### config.mk
export PLATFORM = sky130hd
export DESIGN_NAME = relprime_ctrl_seq
export DESIGN_NICKNAME = d
export VERILOG_FILES = /design/src/rtl/relprime_pkg.sv /design/src/rtl/relprime_ctrl_seq_gcd_sub_step.sv /design/src/rtl/relprime_ctrl_seq.sv
export SDC_FILE = /design/constraint.sdc
export NUM_CORES = 1
export LEC_CHECK = 0
export BUFFER_PORTS_ARGS = -buffer_cell sky130_fd_sc_hd__buf_2
export CAP_MARGIN = 20
export CELL_PAD_IN_SITES_DETAIL_PLACEMENT = 1
export CELL_PAD_IN_SITES_GLOBAL_PLACEMENT = 1
export CORE_MARGIN = 2
export CORE_UTILIZATION = 45
export DETAILED_ROUTE_END_ITERATION = 8
export GPL_TIMING_DRIVEN = 0
export PLACE_DENSITY = 0.85
export SETUP_SLACK_MARGIN = 0.02
export SYNTH_ARGS = -nofsm -noshare
export SYNTH_HDL_FRONTEND = slang
export SYNTH_SLANG_ARGS = --single-unit
### constraint.sdc
create_clock -name CLK -period 3.1 [get_ports CLK]
set_clock_uncertainty 0.1 [all_clocks]
set_input_delay 0.155 -clock CLK [delete_from_list [all_inputs] [get_ports CLK]]
set_output_delay 0.155 -clock CLK [all_outputs]
set_load 0.005 [all_outputs]
### src/rtl/relprime_pkg.sv
// Shared types for the sequential relatively-prime search controller.
// State encoding and its width are kept here so the FSM and its users agree.
package relprime_pkg;

   localparam int STATE_W = 3;

   typedef enum logic [STATE_W-1:0] {
      IDLE  = 3'd0,
      LOAD  = 3'd1,
      SUB   = 3'd2,
      CHECK = 3'd3,
      DONE  = 3'd4,
      ERR   = 3'd5
   } state_t;

endpackage

### src/rtl/relprime_ctrl_seq_gcd_sub_step.sv
// One subtractive-GCD step: subtract the smaller operand from the larger.
// eq flags that both operands match, i.e. the GCD has been reached.
module gcd_sub_step #(
   parameter int WIDTH = 16
) (
   input  logic [WIDTH-1:0] a0,
   input  logic [WIDTH-1:0] a1,
   output logic [WIDTH-1:0] a0_nxt,
   output logic [WIDTH-1:0] a1_nxt,
   output logic             eq
);

   always_comb begin
      eq     = (a0 == a1);
      a0_nxt = a0;
      a1_nxt = a1;
      if (a0 > a1)
         a0_nxt = a0 - a1;
      else if (a1 > a0)
         a1_nxt = a1 - a0;
   end

endmodule

### src/rtl/relprime_ctrl_seq.sv
// Finds the smallest m >= M_START with gcd(n, m) == 1 via subtractive GCD.
// Optional busy-cycle counter output enabled by RELPRIME_CYCLE_COUNT_EN.
module relprime_ctrl_seq
   import relprime_pkg::*;
#(
   parameter int WIDTH   = 16,
   parameter int M_START = 2
) (
   input  logic             CLK,
   input  logic             RST,
   input  logic             start,
   input  logic [WIDTH-1:0] n_in,
   output logic             busy,
   output logic             done,
   output logic             error,
   output logic [WIDTH-1:0] result
`ifdef RELPRIME_CYCLE_COUNT_EN
   ,
   output logic [31:0]      cycles
`endif
);

   localparam logic [WIDTH-1:0] ONE    = WIDTH'(1);
   localparam logic [WIDTH-1:0] M_INIT = WIDTH'(M_START);

   state_t           state;
   state_t           next_state;
   logic [WIDTH-1:0] n_reg;
   logic [WIDTH-1:0] m_reg;
   logic [WIDTH-1:0] a0;
   logic [WIDTH-1:0] a1;
   logic [WIDTH-1:0] a0_nxt;
   logic [WIDTH-1:0] a1_nxt;
   logic             eq;
   logic             error_q;
   logic [WIDTH-1:0] result_q;

   gcd_sub_step #(.WIDTH(WIDTH)) u_step (
      .a0     (a0),
      .a1     (a1),
      .a0_nxt (a0_nxt),
      .a1_nxt (a1_nxt),
      .eq     (eq)
   );

   always_ff @(posedge CLK) begin
      if (RST) begin
         state    <= IDLE;
         n_reg    <= '0;
         m_reg    <= '0;
         a0       <= '0;
         a1       <= '0;
         error_q  <= 1'b0;
         result_q <= '0;
      end else begin
         state <= next_state;
         unique case (state)
            IDLE: begin
               if (start) begin
                  n_reg   <= n_in;
                  m_reg   <= M_INIT;
                  error_q <= (n_in == '0);
               end
            end
            LOAD: begin
               a0 <= n_reg;
               a1 <= m_reg;
            end
            SUB: begin
               a0 <= a0_nxt;
               a1 <= a1_nxt;
            end
            CHECK: begin
               if (a0 == ONE) begin
                  result_q <= m_reg;
               end else begin
                  m_reg <= m_reg + ONE;
                  // Candidate space exhausted: no coprime m fits in WIDTH bits
                  if (m_reg == '1)
                     error_q <= 1'b1;
               end
            end
            default: ;
         endcase
      end
   end

   always_comb begin
      next_state = state;
      unique case (state)
         IDLE: begin
            if (start)
               next_state = (n_in == '0) ? ERR : LOAD;
         end
         LOAD:  next_state = SUB;
         SUB:   next_state = eq ? CHECK : SUB;
         CHECK: begin
            if (a0 == ONE)
               next_state = DONE;
            else if (m_reg == '1)
               next_state = ERR;
            else
               next_state = LOAD;
         end
         DONE:    next_state = IDLE;
         ERR:     next_state = IDLE;
         default: next_state = IDLE;
      endcase
   end

   always_comb begin
      busy   = (state != IDLE);
      done   = (state == DONE);
      error  = error_q;
      result = result_q;
   end

`ifdef RELPRIME_CYCLE_COUNT_EN
   logic [31:0] cyc_q;

   always_ff @(posedge CLK) begin
      if (RST)
         cyc_q <= '0;
      else if (state == IDLE && start)
         cyc_q <= '0;
      else if (state != IDLE && cyc_q != '1)
         cyc_q <= cyc_q + 32'd1;
   end

   assign cycles = cyc_q;
`endif

endmodule

==> Flow_metrics.wiki <==
{| class="wikitable"
! Metric !! Value
|-
| Max stage delay on crit path || 0.56 ns
|-
| Clock root buffer master || clkbuf_16
|-
| Number of clock buffers inserted by TritonCTS || 9
|-
| Post-DR wirelength/cell || 22.6 um
|-
| Layout area overhead || 16.3%
|-
| Vias || 5740
|-
| Most frequently used cell type in the post-synthesis netlist || dfxtp_1
|-
| DR iter-0 viols || 339
|-
| Core area || 12100 um2
|-
| Horizontal die dimension || 115 um
|-
| CTS sink count || 84
|-
| Detailed-route wire length || 21100 um
|-
| Peak ir drop on the vdd network || 406 uV
|-
| Worst hold slack across all endpoints || 0.0599 ns
|-
| Post-synthesis cell type with the largest combined area || dfxtp_1
|-
| GP Congestion || 0.969
|-
| Kind of end point of the critical path || register
|-
| Proportion of synthesized area in mux cells || 4.68%
|-
| Unrepaired setup endpoints after global routing || false
|-
| Seq/Total Area, Yosys || 30.2%
|-
| Max FO, Critical Path || 10
|-
| Post-detailed-route count of antenna-violating nets || 0
|-
| Cells after synthesis || 693
|-
| Top-Level Pins || 38
|-
| Vias in the first global route || 5914
|-
| Largest family of logic cells by synthesized area || compound AO/OA/AOI/OAI gates
|-
| Worst endpoint data arrival time || 3.15 ns
|-
| Number of fill cells in the layout || 1495
|-
| Leak pwr || 2.50 nW
|-
| Worst Hold Class || in -> reg
|-
| Critical-path cell with the highest stage delay || o41a_2
|-
| H-tree level count || 3
|-
| Slew Limit Headroom || 33.7%
|-
| Die area || 13300 um2
|-
| Adder-Cell Fraction of Synth Area || 8.14%
|-
| Req. time, crit path || 3.26 ns
|-
| Clock tree from TritonCTS || built
|-
| Layout cell share with drive strength beyond 1 || 14.7%
|-
| Pin count of the biggest net entering global routing || 14
|-
| Post-DP Area || 5960 um2
|-
| Remaining routing DRC violations || 0
|-
| Slew at the pin closest to its max-slew limit || 0.992 ns
|-
| Cells after DPL || 897
|-
| Main flop type after synthesis || dfxtp_1
|-
| Top cells by area in the synthesized netlist || dfxtp_1 30%, ha_1 7.4%, a21oi_1 6.4%, nand2_1 5.1%, mux2i_1 4.7%
|-
| Compound-cell area share of the yosys netlist || 24.4%
|-
| Most frequent cells after synthesis || 84 x dfxtp_1, 76 x nand2_1, 71 x a21oi_1
|-
| Worst-case setup margin in the final layout || 0.108 ns
|-
| Finished Layout Cells || 931
|-
| Setup slack at placement || -0.0237 ns
|-
| Area of all sequential standard cells || 1680 um2
|-
| List of cells traversed by the critical path || inv_1, ha_1, buf_2, nand4_1, o41a_2, o2111ai_2, o21a_2, nor2_4, buf_6, a311oi_2
|-
| Max Clk Rate || 334 MHz
|-
| GRT Residual Overflow || 0
|-
| Post-CTS clock slew at the launch and capture registers of the worst setup and hold paths || 0.06 ns
|-
| Post-layout minimum cycle time || 2.99 ns
|-
| Count of flip-flops with a built-in enable after synthesis || 0
|-
| Mapped Avg Cell Area || 8.03 um2
|-
| Number of pins exceeding their max-slew limit in the final report || 0
|-
| Avg Vias per Cell || 6.17
|-
| Count of maximum capacitance violations || 0
|-
| Wire length of the first global-routing pass || 32900 um
|-
| Number of optimization iterations in the first detailed-route pass || 5
|-
| Placed wire-length estimate after detailed placement || 15500 um
|-
| Pwr dens || 1000 nW/um2
|-
| Antenna violations before repair || 0
|-
| Post-synthesis share of cell area spent on xor and xnor gates || 3.62%
|-
| Net count, final || 813
|-
| Area of all placed cells without fillers || 6470 um2
|-
| Worst skew pair latency || 0.35 ns
|-
| GRT Util Overall || 32.8%
|-
| Die Y || 115 um
|-
| Syn_nets || 747
|-
| Area of the mapped netlist || 5570 um2
|-
| # diodes || 0
|-
| Total count of hold-check failures in the final report || 0
|-
| CTS max path bufs || 2
|-
| Footprint of the multi-input gates || 3540 um2
|-
| Area share of the largest cell type after synthesis || 30.2%
|-
| Count of state elements after synthesis || 84
|-
| Yosys cell types || 73
|-
| Post-synthesis share of cell area spent on and, or, nand and nor gates || 22.1%
|-
| Final cycle utilization of the critical path || 96.5%
|-
| Setup Viol. Count Final || 0
|-
| Count of warnings emitted by yosys || 0
|-
| FP Rows || 40
|-
| Result of the run || finished clean
|-
| Element type at the critical path start || register
|-
| Fraction of synthesis flops using an asynchronous set or reset pin || 0%
|-
| Start-to-end type of the worst setup path || reg -> reg
|-
| Total of buffers placed on input and output ports || 36
|-
| Register-to-register path setup slack || 0.11 ns
|-
| Initial standard-cell utilization of the core || 46.1%
|}
logic make-up after synthesis:
logic type | after synthesis
muxes | 26
DFF | 84
and+or+nand+nor | 245
adders and majority gates | 35
AOI/OAI and AO/OA | 194
buffers and inverters | 86
xor gates and xnor gates | 23
layer usage:
layer,part of all wire [%],vias to the layer above,global-route usage (%)
met4,3.9,0,13.7
met1,43,2808,42.4
met2,47,251,54.3
met5,0,-,0
li1,-,2619,-
met3,6.4,62,5.59
cells in the final DEF (no fill, tap or decap), drive strengths merged, types with 16 or more instances in the layout:
master / instances
dfxtp: 84
nand2: 77
a21oi: 74
buf: 64
nor2: 59
inv: 40
ha: 33
clkbuf: 33
o21ai: 27
mux2i: 26
nand3: 18
xnor2: 18
nor3: 17
dlygate4sd3: 16
layout make-up:
type | instances | area share, %
Sequential cell | 84 | 26.0
Inverter | 39 | 2.26
Clock inverter | 4 | 0.754
Tap cell | 168 | 3.25
Clock buffer | 11 | 3.75
Timing Repair Buffer | 55 | 5.61
Buffer | 47 | 3.73
Multi-Input combinational cell | 523 | 54.7
power by group:
| part | internal [W] | leakage (nW) | switching [W] |
|---|---|---|---|
| Clock | 0.000642 | 0.146 | 0.000459 |
| Combinational | 0.00138 | 1.67 | 0.00258 |
| Sequential | 0.00124 | 0.684 | 0.000174 |
worst paths after layout:
| check | from | to | cells past startpoint |
|---|---|---|---|
| worst max register to register | a0[6]$_SDFFE_PP0P_ | a1[7]$_SDFFE_PP0P_ | 10 |
| worst min register to register | n_reg[1]$_SDFFE_PP0P_ | n_reg[1]$_SDFFE_PP0P_ | 2 |
| worst max-delay path | a0[6]$_SDFFE_PP0P_ | a1[7]$_SDFFE_PP0P_ | 10 |
| worst min-delay path | start | state[0]$_SDFFE_PP0P_ | 3 |
repair_timing:
item / 4_1_cts / 5_1_grt
pin swaps: 0 / 1
endpoints found under the setup margin: 9 / 20
buffers inserted: 0 / 3
gates resized for setup: 2 / 8
hold buffers: 16 / 0
endpoints found under the hold margin: 16 / 0
worst max-delay path, delay by kind of cell (launching register included):
family | cells | cell delay (ns)
buffers and inverters | 3 | 0.48
adders and majority gates | 1 | 0.28
AOI/OAI and AO/OA | 4 | 1.16
DFF | 1 | 0.51
and+or+nand+nor | 2 | 0.36
through the flow:
step / total power [W] / util, % / setup TNS, ns
global placement: 0.00499 / 49.4 / 0
global route: 0.00685 / 53.6 / 0
CTS: 0.00627 / 53.2 / 0
finish: 0.00647 / 53.6 / 0
floorplan: 0.00404 / - / 0
detailed placement: 0.00511 / 49.4 / -0.0327
Power figures use the tool's default switching activity.
